**src/rtl/riscv_pkg.sv**
```systemverilog
// Shared RV32I core constants used by the fetch stage and its IF/ID register.
//   XLEN      : architectural word width
//   NOP_INSTR : canonical NOP (addi x0, x0, 0), used as the pipeline bubble
//   PC_STEP   : byte distance between sequential instructions
package riscv_pkg;
  localparam int XLEN = 32;
  localparam logic [XLEN-1:0] NOP_INSTR = 32'h0000_0013;
  localparam int PC_STEP = 4;

  typedef logic [XLEN-1:0] word_t;
endpackage

```
**src/rtl/fetch_stage_if.sv**
```systemverilog
// Bundle of the fetch stage's control, ROM and IF/ID signals.
//   slave  : the fetch stage side (takes stall/redirect/ROM word, drives PC and IF/ID)
//   master : the surrounding core side (hazard unit, branch unit, ROM, decode)
interface fetch_stage_if
  import riscv_pkg::*;
#(
  parameter int ADDRESS_WIDTH = 32
);
  logic                     stall_i;
  logic                     redirect_i;
  logic [ADDRESS_WIDTH-1:0] target_i;
  word_t                    instr_i;
  logic [ADDRESS_WIDTH-1:0] pc_f_o;
  logic                     pc_oob_o;
  word_t                    instr_d_o;
  logic [ADDRESS_WIDTH-1:0] pc_d_o;
  logic [ADDRESS_WIDTH-1:0] pc_plus4_d_o;
  logic                     valid_d_o;

  modport slave (
    input  stall_i, redirect_i, target_i, instr_i,
    output pc_f_o, pc_oob_o, instr_d_o, pc_d_o, pc_plus4_d_o, valid_d_o
  );

  modport master (
    output stall_i, redirect_i, target_i, instr_i,
    input  pc_f_o, pc_oob_o, instr_d_o, pc_d_o, pc_plus4_d_o, valid_d_o
  );
endinterface

```
**src/rtl/fetch_stage_if_id_reg.sv**
```systemverilog
// IF/ID pipeline register with stall (hold) and flush (bubble) control.
//   clk, rst_n  : clock, synchronous active-low reset
//   stall_i     : hold current contents
//   flush_i     : load a bubble; wins over stall
//   instr_i, pc_i, pc_plus4_i : word being fetched this cycle
//   instr_o, pc_o, pc_plus4_o, valid_o : registered IF/ID contents
module if_id_reg
  import riscv_pkg::*;
#(
  parameter int ADDRESS_WIDTH = 32
) (
  input  logic                     clk,
  input  logic                     rst_n,
  input  logic                     stall_i,
  input  logic                     flush_i,
  input  word_t                    instr_i,
  input  logic [ADDRESS_WIDTH-1:0] pc_i,
  input  logic [ADDRESS_WIDTH-1:0] pc_plus4_i,
  output word_t                    instr_o,
  output logic [ADDRESS_WIDTH-1:0] pc_o,
  output logic [ADDRESS_WIDTH-1:0] pc_plus4_o,
  output logic                     valid_o
);
  word_t                    instr_q, instr_d;
  logic [ADDRESS_WIDTH-1:0] pc_q, pc_d;
  logic [ADDRESS_WIDTH-1:0] pc_plus4_q, pc_plus4_d;
  logic                     valid_q, valid_d;

  always_comb begin
    instr_d    = instr_q;
    pc_d       = pc_q;
    pc_plus4_d = pc_plus4_q;
    valid_d    = valid_q;
    if (flush_i) begin
      // A redirect makes whatever is here wrong-path, even if stalled.
      instr_d    = NOP_INSTR;
      pc_d       = '0;
      pc_plus4_d = '0;
      valid_d    = 1'b0;
    end else if (!stall_i) begin
      instr_d    = instr_i;
      pc_d       = pc_i;
      pc_plus4_d = pc_plus4_i;
      valid_d    = 1'b1;
    end
  end

  always_ff @(posedge clk) begin
    if (!rst_n) begin
      instr_q    <= NOP_INSTR;
      pc_q       <= '0;
      pc_plus4_q <= '0;
      valid_q    <= 1'b0;
    end else begin
      instr_q    <= instr_d;
      pc_q       <= pc_d;
      pc_plus4_q <= pc_plus4_d;
      valid_q    <= valid_d;
    end
  end

  assign instr_o    = instr_q;
  assign pc_o       = pc_q;
  assign pc_plus4_o = pc_plus4_q;
  assign valid_o    = valid_q;
endmodule

```
**src/rtl/fetch_stage.sv**
```systemverilog
// RV32I instruction-fetch stage: owns the PC, addresses the external
// zero-latency ROM and registers the returned word into IF/ID.
//   clk, rst_n : clock, synchronous active-low reset
//   bus        : fetch_stage_if.slave
//                in : stall_i, redirect_i, target_i, instr_i (ROM word for pc_f_o)
//                out: pc_f_o, pc_oob_o, instr_d_o, pc_d_o, pc_plus4_d_o, valid_d_o
module fetch_stage
  import riscv_pkg::*;
#(
  parameter int                     ADDRESS_WIDTH = 32,
  parameter logic [ADDRESS_WIDTH-1:0] RESET_VECTOR = '0,
  parameter int                     ROM_SPAN      = 12
) (
  input  logic          clk,
  input  logic          rst_n,
  fetch_stage_if.slave  bus
);
  localparam logic [ADDRESS_WIDTH-1:0] STEP      = ADDRESS_WIDTH'(PC_STEP);
  localparam logic [ADDRESS_WIDTH-1:0] WORD_MASK = ~ADDRESS_WIDTH'(3);
  localparam logic [ADDRESS_WIDTH-1:0] SPAN_MASK =
    (ADDRESS_WIDTH'(1) << ROM_SPAN) - ADDRESS_WIDTH'(1);
  // Byte address of the last whole word inside the ROM span.
  localparam logic [ADDRESS_WIDTH-1:0] LAST_WORD = SPAN_MASK - ADDRESS_WIDTH'(3);

  logic [ADDRESS_WIDTH-1:0] pc_f_q, pc_f_d;
  logic [ADDRESS_WIDTH-1:0] pc_plus4_f;

  assign pc_plus4_f = pc_f_q + STEP;  // wraps modulo 2^ADDRESS_WIDTH

  always_comb begin
    pc_f_d = pc_plus4_f;
    if (bus.redirect_i)   pc_f_d = bus.target_i & WORD_MASK;
    else if (bus.stall_i) pc_f_d = pc_f_q;
  end

  always_ff @(posedge clk) begin
    if (!rst_n) pc_f_q <= RESET_VECTOR;
    else        pc_f_q <= pc_f_d;
  end

  assign bus.pc_f_o   = pc_f_q;
  assign bus.pc_oob_o = (|(pc_f_q & ~SPAN_MASK)) || ((pc_f_q & SPAN_MASK) > LAST_WORD);

  if_id_reg #(.ADDRESS_WIDTH(ADDRESS_WIDTH)) u_if_id (
    .clk        (clk),
    .rst_n      (rst_n),
    .stall_i    (bus.stall_i),
    .flush_i    (bus.redirect_i),
    .instr_i    (bus.instr_i),
    .pc_i       (pc_f_q),
    .pc_plus4_i (pc_plus4_f),
    .instr_o    (bus.instr_d_o),
    .pc_o       (bus.pc_d_o),
    .pc_plus4_o (bus.pc_plus4_d_o),
    .valid_o    (bus.valid_d_o)
  );
endmodule

```
**src/flat_wrapper.sv**
```systemverilog
// flat-port wrapper written by rule: the top's interface ports become plain ports
module fetch_stage_flat import riscv_pkg::*;
#(
  parameter int                     ADDRESS_WIDTH = 32,
  parameter logic [ADDRESS_WIDTH-1:0] RESET_VECTOR = '0,
  parameter int                     ROM_SPAN      = 12
)
  (clk, rst_n, bus_stall_i, bus_redirect_i, bus_target_i, bus_instr_i, bus_pc_f_o, bus_pc_oob_o, bus_instr_d_o, bus_pc_d_o, bus_pc_plus4_d_o, bus_valid_d_o);
  fetch_stage_if #(.ADDRESS_WIDTH(ADDRESS_WIDTH)) bus_i ();
  input  logic clk;
  input  logic rst_n;
  input wire logic [$bits(bus_i.stall_i)-1:0] bus_stall_i;
  input wire logic [$bits(bus_i.redirect_i)-1:0] bus_redirect_i;
  input wire logic [$bits(bus_i.target_i)-1:0] bus_target_i;
  input wire logic [$bits(bus_i.instr_i)-1:0] bus_instr_i;
  output wire logic [$bits(bus_i.pc_f_o)-1:0] bus_pc_f_o;
  output wire logic [$bits(bus_i.pc_oob_o)-1:0] bus_pc_oob_o;
  output wire logic [$bits(bus_i.instr_d_o)-1:0] bus_instr_d_o;
  output wire logic [$bits(bus_i.pc_d_o)-1:0] bus_pc_d_o;
  output wire logic [$bits(bus_i.pc_plus4_d_o)-1:0] bus_pc_plus4_d_o;
  output wire logic [$bits(bus_i.valid_d_o)-1:0] bus_valid_d_o;
  assign bus_i.stall_i = bus_stall_i;
  assign bus_i.redirect_i = bus_redirect_i;
  assign bus_i.target_i = bus_target_i;
  assign bus_i.instr_i = bus_instr_i;
  assign bus_pc_f_o = bus_i.pc_f_o;
  assign bus_pc_oob_o = bus_i.pc_oob_o;
  assign bus_instr_d_o = bus_i.instr_d_o;
  assign bus_pc_d_o = bus_i.pc_d_o;
  assign bus_pc_plus4_d_o = bus_i.pc_plus4_d_o;
  assign bus_valid_d_o = bus_i.valid_d_o;
  fetch_stage #(.ADDRESS_WIDTH(ADDRESS_WIDTH), .RESET_VECTOR(RESET_VECTOR), .ROM_SPAN(ROM_SPAN)) u_core (.clk(clk), .rst_n(rst_n), .bus(bus_i));
endmodule
```
**config.mk**
```make
export PLATFORM = sky130hd
export DESIGN_NAME = fetch_stage_flat
export DESIGN_NICKNAME = d
export VERILOG_FILES = /design/src/rtl/riscv_pkg.sv /design/src/rtl/fetch_stage_if.sv /design/src/rtl/fetch_stage_if_id_reg.sv /design/src/rtl/fetch_stage.sv /design/src/flat_wrapper.sv
export SDC_FILE = /design/constraint.sdc
export NUM_CORES = 1
export LEC_CHECK = 0
export ABC_AREA = 1
export CAP_MARGIN = 25
export CORE_AREA = 2 2 129 81
export CTS_CLUSTER_DIAMETER = 80
export CTS_CLUSTER_SIZE = 40
export DETAILED_ROUTE_END_ITERATION = 8
export DIE_AREA = 0 0 131 83
export DONT_BUFFER_PORTS = 1
export PLACE_DENSITY = 0.69
export SLEW_MARGIN = 20
export SYNTH_ARGS = -nofsm -noshare
export SYNTH_HDL_FRONTEND = slang
export SYNTH_SLANG_ARGS = --single-unit
```
**constraint.sdc**
```tcl
create_clock -name clk -period 4.2 [get_ports clk]
set_input_delay 0.84 -clock clk [delete_from_list [all_inputs] [get_ports clk]]
set_output_delay 0.84 -clock clk [all_outputs]
set_load 0.01 [all_outputs]
```
After elaboration in Yosys (flattened, before gate mapping)
Cells that the tools add are included.
{ "op_classes": {"mux": 2, "multipliers": 0, "eq_ne": 1, "addsub": 1, "div_mod_pow": 0, "order_cmp": 1, "shifts": 0, "reduce_logical": 3, "bitwise": 1} }
{ "ops": {"columns": ["operator", "n"], "rows": [
  ["2-to-1 mux 32 bit", 2],
  ["adder 32 x 3 -> 32 bit (second input constant)", 1],
  ["OR reduction 20 bit", 1],
  ["greater-than comparator 12 bit (second input constant)", 1],
  ["inequality test 2 x 1 -> 1 bit (second input constant)", 1],
  ["OR reduction 2 bit", 1],
  ["logical OR 1 bit", 1],
  ["inverter 1 bit", 1]
]} }
{ "totals": {"output_inout_bits": 130, "mem_bits_ro": 0, "mem_bits_rw": 0, "in_bits": 68, "ff_bits": 129, "memories": 0, "latch_bits": 0} }

Longest topological paths before layout
{ "depth": {"depth_word": 3, "ltp_mapped": 9, "ltp_nobuf": 9} }

By module
Synthesis repeated with hierarchy kept, for this count alone.
{ "unflattened": {"hier_cells": 801, "hier_area_um2": 5656.7} }
{ "modules_own_cells": {"columns": ["mod", "n_inst", "seq_area_each_um2", "area_per_inst_um2", "cells_per_inst"], "rows": [
  ["if_id_reg", 1, 1941.9, 3373.2, 422],
  ["fetch_stage", 1, 600.6, 2283.4, 379]
]} }

Worst setup path before layout
No wires, ideal clock.
{ "synth_timing": {"path_kind": "reg2out", "startpoint": "register u_core.pc_f_q[12], in the netlist u_core.bus.pc_f_o[12]", "endpoint": "output bus_pc_oob_o", "required_ps": 3360, "stages_incl_launch_ff": 4, "t_arrival_ps": 914, "slack_ps": 2446, "path_buffers": 1, "path_cell_list": "dfxtp_1 -> buf_2 -> nor4_1 -> nand4_1"} }
{ "synth_between": {"elab_chain_len": 2} }
{ "synth_rtl": {"columns": ["item", "line_no", "source"], "rows": [
  ["start, declared", "fetch_stage.sv:25", "logic [ADDRESS_WIDTH-1:0] pc_f_q, pc_f_d;"],
  ["start signal, assigned", "fetch_stage.sv:38", "else pc_f_q <= pc_f_d;"],
  ["OR reduction 20 bit", "fetch_stage.sv:42", "assign bus.pc_oob_o = (|(pc_f_q & ~SPAN_MASK)) || ((pc_f_q & SPAN_MASK) > LAST_WORD);"],
  ["logical OR 1 bit", "fetch_stage.sv:42", null],
  ["end, declared", "flat_wrapper.sv:17", "output wire logic [$bits(bus_i.pc_oob_o)-1:0] bus_pc_oob_o;"]
]} }
Every way passes these cells.

Worst setup path in the final report
{ "layout_timing": {"startpoint": "register u_core.pc_f_q[16], in the netlist u_core.bus.pc_f_o[16]", "endpoint": "output bus_pc_oob_o"} }
Same word-level chain as after synthesis.

==> impl_metrics.py <==
metrics = {
    "status": {
        "status": "finished clean",
    },
    "critical_path": {
        "crit_chain": "nor4_1 > nand4_1",
        "worst_setup_path_start_kind": "flop",
        "cp_data_required_time_ps": 3360,
        "critPathSlowestCell": "dfxtp_1",
        "cp_max_fo": 8,
        "slowest_delay_ps": 440,
        "critPathKind": "flop to output pin",
        "cp_data_arrival_time_ps": 1550,
        "cp.depth": 2,
        "path_buf_inv": 0,
        "cp_top_family": "simple AND/OR/NAND/NOR gates",
        "cp-end-kind": "output pin",
        "r2r_cells": 8,
    },
    "clocking": {
        "cts_setup_buffers": 0,
        "clock_path_buffers": 2,
        "root_buffer": "clkbuf_16",
        "clock_latency_ps": 420,
        "cts_sinks": 123,
        "htree_levels": 4,
        "cts_hold_buf": 0,
        "post_cts_resized": 0,
        "tritoncts": "yes",
        "cts_buffers": 17,
        "clkTransAtPathRegs_ps": 50,
    },
    "power_and_ir_drop": {
        "powerDensity_nw_per_um2": 508,
        "ir_drop_mv": 0.322,
        "p_leak_nw": 2.34,
        "power_mw": 2.96,
    },
    "global_routing": {
        "grt_pass1_wl_mm": 22.7,
        "antenna_found_initial": 0,
        "grt-ovfl-total": 0,
        "first_global_vias": 4286,
        "grt.total_usage_pct": 27.1,
        "grt_max_degree": 44,
    },
    "final_layout": {
        "n_fill_cell": 911,
        "drive_above_1_share_pct": 11.9,
        "final_util_pct": 60.4,
        "finalNetCount": 738,
        "synthToLayoutAreaGrowth_pct": 12.9,
        "postLayoutCellArea_sq_um": 5820,
        "antenna_cells": 0,
    },
    "drt": {
        "wl_met1_mm": 6.57,
        "first_pass_iters": 5,
        "routed_via_density": 5.58,
        "drc": 0,
        "totalWireLength_mm": 14.7,
        "met2_length_mm": 6.25,
        "vias": 4557,
        "wl_met3_mm": 1.61,
        "topRoutingLayerUsed": "met4",
        "ant_nets": 0,
        "wire_per_inst_um": 17.9,
        "drt_iter0_drc": 363,
    },
    "logic_synthesis": {
        "synth_adder_area_share_pct": 0.242,
        "synth.most_common_cell": "nand2_1",
        "synth_area_leader_cell": "dfxtp_1",
        "yosys.area.top_type_share_pct": 47.7,
        "synth_edf_count": 0,
        "ys_async_sr_fraction_pct": 0,
        "postSynthAreaPerCell_sq_um": 7.61,
        "synth.cell_area_sq_um": 5160,
        "synthTopCellsByArea": "dfxtp_1 48%, nand2_1 16%, a21oi_1 5.6%, nand3_1 5.0%, a32oi_1 3.1%",
        "synth_mux_area_share_pct": 0,
        "synth_cell_types": 29,
        "synthFlopType": "dfxtp_1",
        "synth_compound_area_share_pct": 14.2,
        "synthCells": 678,
        "ys_seq_elements": 123,
        "synthTopCellsByCount": "219 x nand2_1, 123 x dfxtp_1, 58 x a21oi_1",
        "ys_seq_area_share_pct": 47.7,
        "yosysWarnings": 0,
        "synth_top_family_by_area": "simple AND/OR/NAND/NOR gates",
        "yosys.area_share.simple_pct": 30.7,
        "synth_xor_area_share_pct": 0,
    },
    "sta": {
        "post-route-period-util_pct": 56.8,
        "hold_violations": 0,
        "finalSetupViolCount": 0,
        "finalSetupTns_ps": 0,
        "fmax_ghz": 0.419,
        "slew_headroom_pct": 55.9,
        "timing.final.crit_period_ps": 2390,
        "rsz0062_at_grt": "false",
        "drv_slew": 0,
        "fin_worst_skew_ps": 7.88,
        "tightestPinTransition_ps": 661,
    },
    "flow_run": {
        "maxCapViolations": 0,
    },
    "die": {
        "dieArea_sq_um": 10900,
        "core-area_sq_um": 9630,
        "initial_core_util_pct": 53.6,
        "die_h_um": 83,
        "num_rows": 28,
        "io-pin-count": 198,
        "die_x_um": 131,
    },
    "hold_path": {
        "hold_depth": 2,
        "hp-class": "flop to flop",
    },
    "placed_design": {
        "place_area_sq_um": 5170,
        "portBuffers": 0,
        "gp_congestion": 0.958,
        "dp_hpwl_mm": 10.4,
    },
}
## per-stage QoR
stage / hold WS [ps] / std cells / setup WS [ps]
4_1_cts: 501 / 815 / 1770
3_5_place_dp: 491 / 783 / 1670
5_1_grt: 508 / 817 / 1710
2_1_floorplan: 474 / 683 / 2450
6_report: 496 / 817 / 1810
3_3_place_gp: 490 / 783 / 1820
## state kept, by name (all words and copies together) (netlist names)
name	cells
u_core.u_if_id.pc_plus4_o	30
u_core.u_if_id.instr_o	32
u_core.u_if_id.valid_o	1
u_core.u_if_id.pc_o	30
u_core.bus.pc_f_o	30
## report_power, final
part	internal, mW	leakage (nW)	switching (mW)
clock network	1.02	0.295	0.512
logic	0.0444	1.05	0.0877
registers	1.21	1.00	0.0786
total	2.28	2.34	0.678
## final cells by class
class	instances	area, sq um	area share, %
clock buffer	25	475	8.17
inverter	41	154	2.64
tap	135	169	2.90
clock inverter	7	138	2.36
timing repair buffer	6	72.6	1.25
sequential	123	2460	42.3
multi-input combinational	480	2350	40.4
## worst paths after layout
| kind | start | endpoint | slack (ps) |
|---|---|---|---|
| hold reg to reg | u_core.u_if_id.pc_plus4_o[25] | u_core.u_if_id.pc_plus4_o[25] | 500 |
| hold / removal | u_core.u_if_id.pc_plus4_o[25] | u_core.u_if_id.pc_plus4_o[25] | 500 |
| setup / recovery | u_core.bus.pc_f_o[16] | bus_pc_oob_o | 1810 |
| setup reg to reg | u_core.bus.pc_f_o[3] | u_core.u_if_id.pc_plus4_o[20] | 2340 |
## tightest hold or removal path, cell delays in order, from the launching register on
cell     delay, ps
dfxtp_1        330
nand2_1         70
nand2_1         40
## per-layer routing
layer	global-route usage [%]	vias to the layer above
li1	-	2216
met1	35.7	2120
met2	40.6	198
met3	10.9	23
met4	8.70	0
met5	0	-
## placed cells by master, fill, tap and decap left out, drive strengths merged, types with 7 or more instances in the layout
cell type / synthesis / final
nor2: 52 / 52
a22o: 7 / 7
a32oi: 18 / 18
clkbuf: 14 / 25
o21ai: 28 / 28
a21oi: 58 / 58
inv: 41 / 41
dfxtp: 123 / 123
nand3: 55 / 55
nand2: 234 / 234
## kinds of logic after synthesis
logic type	Yosys count
AND/OR/NAND/NOR	352
adder cells (fa/ha/maj)	1
flip-flops	123
AO/OA/AOI/OAI	121
buffers and inverters	80
other	1
No activity file was read; power rests on OpenSTA's default activity.
